--- src/rtl/uart_cfg_report_ctrl.sv ---
// Report sequencer: streams "CFG=XX\r\n" for the current config byte into uart_tx,
// triggered by request, periodic timer or config change.
module uart_cfg_report_ctrl #(
    parameter int unsigned PERIOD = 11520,
    parameter int unsigned ACK_TO = 16
) (
    input  logic       clk,
    input  logic       nRst,
    input  logic [7:0] cfgByte,
    input  logic       reportReq,
    input  logic       autoEn,
    input  logic       chgEn,
    input  logic       txBusy,
    output logic       txStart,
    output logic [7:0] txData8,
    output logic       reportBusy,
    output logic       reportDone,
    output logic       ackErr
);

    typedef enum logic [2:0] {IDLE, LOAD, START, WAIT_ACK, WAIT_DONE, NEXT} state_t;

    localparam logic [23:0] TIMER_LAST = 24'(PERIOD - 1);
    localparam logic [7:0]  ACK_LAST   = 8'(ACK_TO - 1);

    state_t      state_reg;
    logic [23:0] timer_reg;
    logic [7:0]  ack_cnt_reg;
    logic [2:0]  index_reg;
    logic [7:0]  last_val_reg;
    logic [7:0]  snapshot_reg;
    logic        pending_reg;

    logic timer_wrap;
    logic chg_trig;
    logic trigger;

    function automatic logic [7:0] hex_digit(input logic [3:0] n);
        return (n <= 4'd9) ? (8'h30 + {4'd0, n}) : (8'h37 + {4'd0, n});
    endfunction

    function automatic logic [7:0] report_byte(input logic [2:0] idx, input logic [7:0] snap);
        logic [7:0] b;
        case (idx)
            3'd0:    b = 8'h43;
            3'd1:    b = 8'h46;
            3'd2:    b = 8'h47;
            3'd3:    b = 8'h3D;
            3'd4:    b = hex_digit(snap[7:4]);
            3'd5:    b = hex_digit(snap[3:0]);
            3'd6:    b = 8'h0D;
            default: b = 8'h0A;
        endcase
        return b;
    endfunction

    assign timer_wrap = autoEn && (timer_reg == TIMER_LAST);
    // Change detection is only armed while idle so a mid-report change queues exactly one follow-up.
    assign chg_trig   = chgEn && (cfgByte != last_val_reg) && (state_reg == IDLE);
    assign trigger    = reportReq || timer_wrap || chg_trig;

    always_ff @(posedge clk or negedge nRst) begin
        if (!nRst) begin
            timer_reg <= '0;
        end else if (!autoEn || timer_wrap) begin
            timer_reg <= '0;
        end else begin
            timer_reg <= timer_reg + 24'd1;
        end
    end

    always_ff @(posedge clk or negedge nRst) begin
        if (!nRst) begin
            state_reg    <= IDLE;
            txStart      <= 1'b0;
            txData8      <= 8'h00;
            reportBusy   <= 1'b0;
            reportDone   <= 1'b0;
            ackErr       <= 1'b0;
            pending_reg  <= 1'b0;
            index_reg    <= 3'd0;
            ack_cnt_reg  <= 8'd0;
            last_val_reg <= 8'h00;
            snapshot_reg <= 8'h00;
        end else begin
            txStart    <= 1'b0;
            reportDone <= 1'b0;
            if (trigger)   pending_reg <= 1'b1;
            if (reportReq) ackErr      <= 1'b0;
            case (state_reg)
                IDLE: if (pending_reg) state_reg <= LOAD;
                LOAD: begin
                    snapshot_reg <= cfgByte;
                    last_val_reg <= cfgByte;
                    pending_reg  <= trigger;
                    index_reg    <= 3'd0;
                    reportBusy   <= 1'b1;
                    // Data and start are registered on entry so both are valid during START.
                    txData8      <= report_byte(3'd0, cfgByte);
                    txStart      <= 1'b1;
                    state_reg    <= START;
                end
                START: begin
                    ack_cnt_reg <= 8'd0;
                    state_reg   <= WAIT_ACK;
                end
                WAIT_ACK: begin
                    if (txBusy) begin
                        state_reg <= WAIT_DONE;
                    end else if (ack_cnt_reg == ACK_LAST) begin
                        ackErr     <= 1'b1;
                        reportBusy <= 1'b0;
                        state_reg  <= IDLE;
                    end else begin
                        ack_cnt_reg <= ack_cnt_reg + 8'd1;
                    end
                end
                WAIT_DONE: if (!txBusy) state_reg <= NEXT;
                NEXT: begin
                    if (index_reg != 3'd7) begin
                        index_reg <= index_reg + 3'd1;
                        txData8   <= report_byte(index_reg + 3'd1, snapshot_reg);
                        txStart   <= 1'b1;
                        state_reg <= START;
                    end else begin
                        reportDone <= 1'b1;
                        reportBusy <= 1'b0;
                        state_reg  <= IDLE;
                    end
                end
                default: state_reg <= IDLE;
            endcase
        end
    end

endmodule

--- config.mk ---
export PLATFORM = sky130hd
export DESIGN_NAME = uart_cfg_report_ctrl
export DESIGN_NICKNAME = d
export VERILOG_FILES = /design/src/rtl/uart_cfg_report_ctrl.sv
export SDC_FILE = /design/constraint.sdc
export NUM_CORES = 1
export LEC_CHECK = 0
export ABC_CLOCK_PERIOD_IN_PS = 1770
export CAP_MARGIN = 20
export CORE_MARGIN = 1
export CORE_UTILIZATION = 53
export DETAILED_ROUTE_END_ITERATION = 7
export GPL_TIMING_DRIVEN = 0
export PLACE_DENSITY = 0.87
export REMOVE_ABC_BUFFERS = 1
export SLEW_MARGIN = 25
export SYNTH_ARGS = -nofsm -noshare
export SYNTH_HDL_FRONTEND = slang
export SYNTH_SLANG_ARGS = --single-unit
--- constraint.sdc ---
create_clock -name clk -period 1.77 [get_ports clk]
set_input_delay 0.354 -clock clk [delete_from_list [all_inputs] [get_ports clk]]
set_output_delay 0.354 -clock clk [all_outputs]
set_load 0.1 [all_outputs]
Word-level counts from Yosys, hierarchy flattened:

Cells that the tools add are included.

* $add $sub $neg: 7
* bitwise operators: 0
* shift-type cells: 0
* $lt $le $gt $ge: 2
* div/mod/pow operators: 0
* muxes and demuxes: 31
* $mul: 0
* equal/unequal tests: 23
* reductions and logical operators: 17

Operator list (number)
* one-hot mux 7 bit (7 select lines): 1
* one-hot mux 8 bit (2 select lines): 2
* adder 6 x 4 -> 7 bit (first input constant): 4
* adder 24 x 1 -> 24 bit (second input constant): 1
* equality test 24 x 14 -> 1 bit (second input constant): 1
* two-way mux 24 bit: 1
* two-way mux 8 bit: 3
* one-hot mux 3 bit (6 select lines): 1
* equality test 3 bit (second input constant): 5
* two-way mux 3 bit: 5
* two-way mux 7 bit: 2
* inequality test 2 bit (second input constant): 7
* equality test 3 x 2 -> 1 bit (second input constant): 4
* two-way mux 1 bit: 12
* adder 8 x 1 -> 8 bit (second input constant): 1
* equality test 8 x 4 -> 1 bit (second input constant): 1
* <= comparator 4 bit (second input constant): 2
* inequality test 8 bit: 1
* equality test 3 x 1 -> 1 bit (second input constant): 2
* logical NOT 3 bit: 2
* inequality test 3 bit (second input constant): 2
* one-hot mux 3 bit (2 select lines): 1
* AND reduction 3 bit: 2
* nonzero test 2 bit: 3
* other kinds (10): 14

* register bits after elaboration: 59
* latch bits: 0
* bits in writable memories: 0
* output and inout bits: 12
* memories kept: 0
* word-level logic and storage cells: 91
* bits in read-only memories: 0
* input bits: 14

Longest topological paths before layout:

* word-level depth: 6
* depth in mapped cells: 7

Least setup slack after synthesis:

OpenSTA, ideal clock, no wires.

* kind: register -> register
* from: register index_reg[0]
* to: register txData8[0]
* data arrival time: 1.652 ns
* setup slack: -0.017 ns
* clock period less this slack: 1.787 ns
* stages on the path, launching flop included: 7
* required time: 1.636 ns
* cells stage by stage: dfrtp_1 ha_1 ha_1 and4bb_1 o21ai_0 a2111oi_0 a21oi_1

* cells in the longest elaborated chain, start to end: 5
* elaborated cells between the ends (all ways): 14

Ends and longest elaborated chain
* start: declaration: RTL line 29 `logic [2:0] index_reg;`
* start signal: assignment: RTL line 121 `index_reg <= index_reg + 3'd1;`
* adder 3 x 1 -> 3 bit: RTL line 122 `txData8 <= report_byte(index_reg + 3'd1, snapshot_reg);`
* equality test 3 bit (tied with other cells): RTL line 44 `case (idx)`
* one-hot mux 7 bit (7 select lines): RTL line 44
* two-way mux 8 bit: RTL line 120 `if (index_reg != 3'd7) begin`
* one-hot mux 8 bit (2 select lines): RTL line 90 `case (state_reg)`
* end signal: assignment: RTL line 99 `txData8 <= report_byte(3'd0, cfgByte);`
* end signal: assignment: RTL line 122
* end: declaration: RTL line 15 `output logic [7:0] txData8,`

Parallel ways exist; a longest one is shown, timed or not. The select of a mux whose other input is x is not followed.
A chain may end at the register's enable or synchronous reset.

Worst setup path after layout:

* from: register timer_reg[15]
* to: register timer_reg[11]

* cells in the longest elaborated chain, start to end: 4

Ends and longest elaborated chain
* start: declaration: RTL line 27 `logic [23:0] timer_reg;`
* start signal: assignment: RTL line 68 `timer_reg <= timer_reg + 24'd1;`
* equality test 24 x 14 -> 1 bit: RTL line 57 `assign timer_wrap = autoEn && (timer_reg == TIMER_LAST);`
* logical AND 1 bit: RTL line 57
* logical OR 1 bit: RTL line 65 `end else if (!autoEn || timer_wrap) begin`
* two-way mux 24 bit: RTL line 65

No other way between the ends.

==> results.json <==
{
  "violations": "setup timing",
  "cp_max_fo": 6,
  "hpwl_um": 4770,
  "cellLeakagePower_nw": 1.71,
  "core-area_sq_um": 5920,
  "placed_cell_area_sq_um": 3510,
  "status": "complete, but fails checks",
  "timing.clock.skew_ns": 0.0168,
  "required_ns": 1.99,
  "post-route-drc-count": 0,
  "clockRootBuffer": "clkbuf_8",
  "largest_register_ffs": 24,
  "finish.utilization_pct": 71.0,
  "fp.dieW_um": 80.2,
  "ant_nets": 0,
  "portBuffers": 24,
  "hold_viol_final": 0,
  "cp-end-kind": "flip-flop",
  "crit_type": "flip-flop to flip-flop",
  "clkSinkCount": 58,
  "wl_per_cell_um": 17.6,
  "min_path_type": "input port to asynchronous set/reset pin",
  "clock.fmax_mhz": 537,
  "place_congestion": 0.911,
  "cp-start-kind": "flip-flop",
  "whs_ns": 0.428,
  "path_buf_inv": 1,
  "cp.arrival_ns": 2.09,
  "rsz0062_at_grt": "true",
  "async_flop_share_pct": 100,
  "rows": 28,
  "synth_area_sq_um": 3240,
  "slew_viol_final": 0,
  "crit_cells": 5,
  "relSlewSlack_pct": 47.0,
  "numCtsBuffers": 9,
  "finalCriticalPeriod_ns": 1.86,
  "stdcell_count": 476,
  "cp_cell_sequence": "or4_4 -> nor4_4 -> buf_4 -> a31o_4 -> nor2_2",
  "crit_family": "simple AND/OR/NAND/NOR gates",
  "clk_pin_slew_ns": 0.08,
  "antennaDiodeCount": 0,
  "dr.pass1.iters": 4,
  "synth_warnings": 0,
  "fin_ws_ns": -0.0929,
  "nFillCells": 416,
  "grt-ovfl-total": 0,
  "grt_pass1_wl_um": 13100,
  "track_usage_pct": 26.9,
  "slowest_stage": "or4_4",
  "dp.cells": 434,
  "final_nets": 422,
  "vias_per_cell": 6.16,
  "pin_count": 26,
  "h-tree-depth": 3,
  "reg2reg_depth": 5,
  "slowest_delay_ns": 0.56,
  "vias": 2930,
  "synth_ff_type": "dfrtp_1",
  "dieArea_sq_um": 6430,
  "first_global_vias": 2819,
  "syn_area_per_cell_sq_um": 9.31,
  "vdd_drop_max_mv": 0.884,
  "maxCapViolCount": 0,
  "die_h_um": 80.2,
  "synth_seq_cells": 58,
  "cts_tree": "built",
  "grt_max_degree": 39,
  "antenna_found_initial": 0,
  "insertion_delay_ns": 0.35,
  "finalSetupViolCount": 24,
  "ys_types": 60,
  "min_period_over_period_pct": 105,
  "power_density_nw_per_um2": 1280,
  "clk_path_buf_depth": 2,
  "synth-seq-area-share_pct": 44.8,
  "syn_to_final_growth_pct": 29.8,
  "synthCells": 348,
  "max_slew.worst_pin.slew_ns": 0.790,
  "layout-drive-gt1-share_pct": 28.7,
  "drtIter0Drc": 167,
  "wirelength_um": 8360,
  "final_area_sq_um": 4210,
  "start_util_pct": 54.7,
  "synth_edf_count": 0
}
-- metrics by stage --
stage / setup WS, ns / power (mW) / setup TNS [ns]
floorplan: -0.0154 / 3.16 / -0.0154
finish: -0.0929 / 5.37 / -1.29
global route: -0.164 / 5.68 / -3.03
global placement: -1.41 / 3.56 / -85.81
detailed placement: -0.402 / 3.65 / -5.43
CTS: -0.0592 / 5.07 / -0.554
-- layout by cell type (no fill, tap or decap), types with 4 or more instances in the layout --
| cell | Yosys | routed |
|---|---|---|
| nor2_1 | 20 | 10 |
| or3_1 | 14 | 14 |
| and3_1 | 6 | 5 |
| ha_1 | 12 | 6 |
| and2_1 | 4 | 4 |
| a21oi_2 | 0 | 13 |
| clkdlybuf4s50_1 | 0 | 12 |
| or4_1 | 7 | 4 |
| dfrtp_1 | 58 | 54 |
| nand2_1 | 44 | 42 |
| xnor2_1 | 11 | 11 |
| or4_4 | 1 | 4 |
| dfrtp_2 | 0 | 4 |
| buf_4 | 1 | 22 |
| clkbuf_8 | 1 | 13 |
| a21oi_1 | 23 | 10 |
| nor2_2 | 0 | 9 |
| inv_1 | 16 | 16 |
| a31o_4 | 1 | 4 |
| ha_2 | 0 | 4 |
| nand4_1 | 9 | 9 |
| nor3_1 | 5 | 4 |
| nand3_1 | 13 | 13 |
| o21ai_0 | 30 | 29 |
| clkdlybuf4s15_2 | 0 | 11 |
| xor2_1 | 7 | 7 |
| o31ai_1 | 6 | 6 |
-- cells by family (layout without fill, tap and decap cells) --
family / count (synthesis) / after routing / synth area share [%]
xor+xnor: 18 / 18 / 4.86
fa+ha+maj: 12 / 12 / 4.63
other cells: 1 / 1 / 0.116
compound gates: 87 / 90 / 17.4
simple gates: 141 / 141 / 23.6
flops: 58 / 58 / 44.8
buf+inv: 31 / 81 / 4.56
-- power breakdown --
group | internal (mW) | total [mW] | switching (mW)
clock | 0.806 | 1.33 | 0.519
combinational | 0.781 | 2.12 | 1.34
sequential | 1.56 | 1.92 | 0.362
total | 3.15 | 5.37 | 2.22
-- synthesized netlist by cell type, drive strengths merged, types with 2 or more instances --
library cell | n | area share [%]
and2 | 4 | 0.77
and4 | 3 | 0.85
a31oi | 4 | 0.77
or3 | 15 | 2.9
nand3 | 13 | 2.0
o311ai | 2 | 1.1
a22oi | 2 | 0.46
dfrtp | 58 | 45
buf | 5 | 1.2
o31ai | 6 | 1.4
inv | 17 | 2.0
nand2b | 2 | 0.39
xor2 | 7 | 1.9
or4 | 8 | 2.0
a2111oi | 2 | 0.54
nor3 | 5 | 0.77
o21bai | 3 | 0.69
clkbuf | 9 | 1.4
xnor2 | 11 | 3.0
nor2 | 20 | 2.3
o21ai | 30 | 4.6
ha | 12 | 4.6
nor2b | 2 | 0.39
and3 | 7 | 1.4
a21oi | 23 | 3.6
nand2 | 44 | 5.1
nand3b | 2 | 0.46
nand4 | 9 | 1.7
-- path summary, 6_finish.rpt --
path / start / endpoint / slack, ns
max: timer_reg[15] / timer_reg[11] / -0.09
min: nRst / index_reg[1] / 0.43
max reg2reg: timer_reg[15] / timer_reg[11] / -0.09
min reg2reg: txData8[5] / txData8[5] / 0.48
max in group asynchronous: nRst / timer_reg[18] / 0.81
min in group clk: txData8[5] / txData8[5] / 0.48
-- layer usage --
layer / share of wire (%) / vias up / routed length [um] / global-route usage, %
li1: - / 1358 / - / -
met1: 40 / 1444 / 3380 / 30.6
met2: 52 / 102 / 4330 / 46.9
met3: 4.8 / 26 / 405 / 8.86
met4: 3.0 / 0 / 250 / 9.46
met5: 0 / - / 0 / 0
-- cell type report --
cell class              count  area (sq um)  area share, %
repair buffers             48           450           10.7
clock inverters             1          30.0          0.714
clock buffers              15           186           4.43
inverters                  17          66.3           1.58
flip-flops and latches     58          1460           34.6
multi-input cells         262          1920           45.7
well taps                  75          93.8           2.23
-- what timing repair did --
item,in CTS,in global routing
gates resized for setup,62,39
endpoints found under the setup margin,48,39
hold endpoints to repair,20,0
buffers inserted,11,11
cloned,3,0
pin swaps,17,20
hold buffers,1,0
Power figures use the tool's default switching activity.
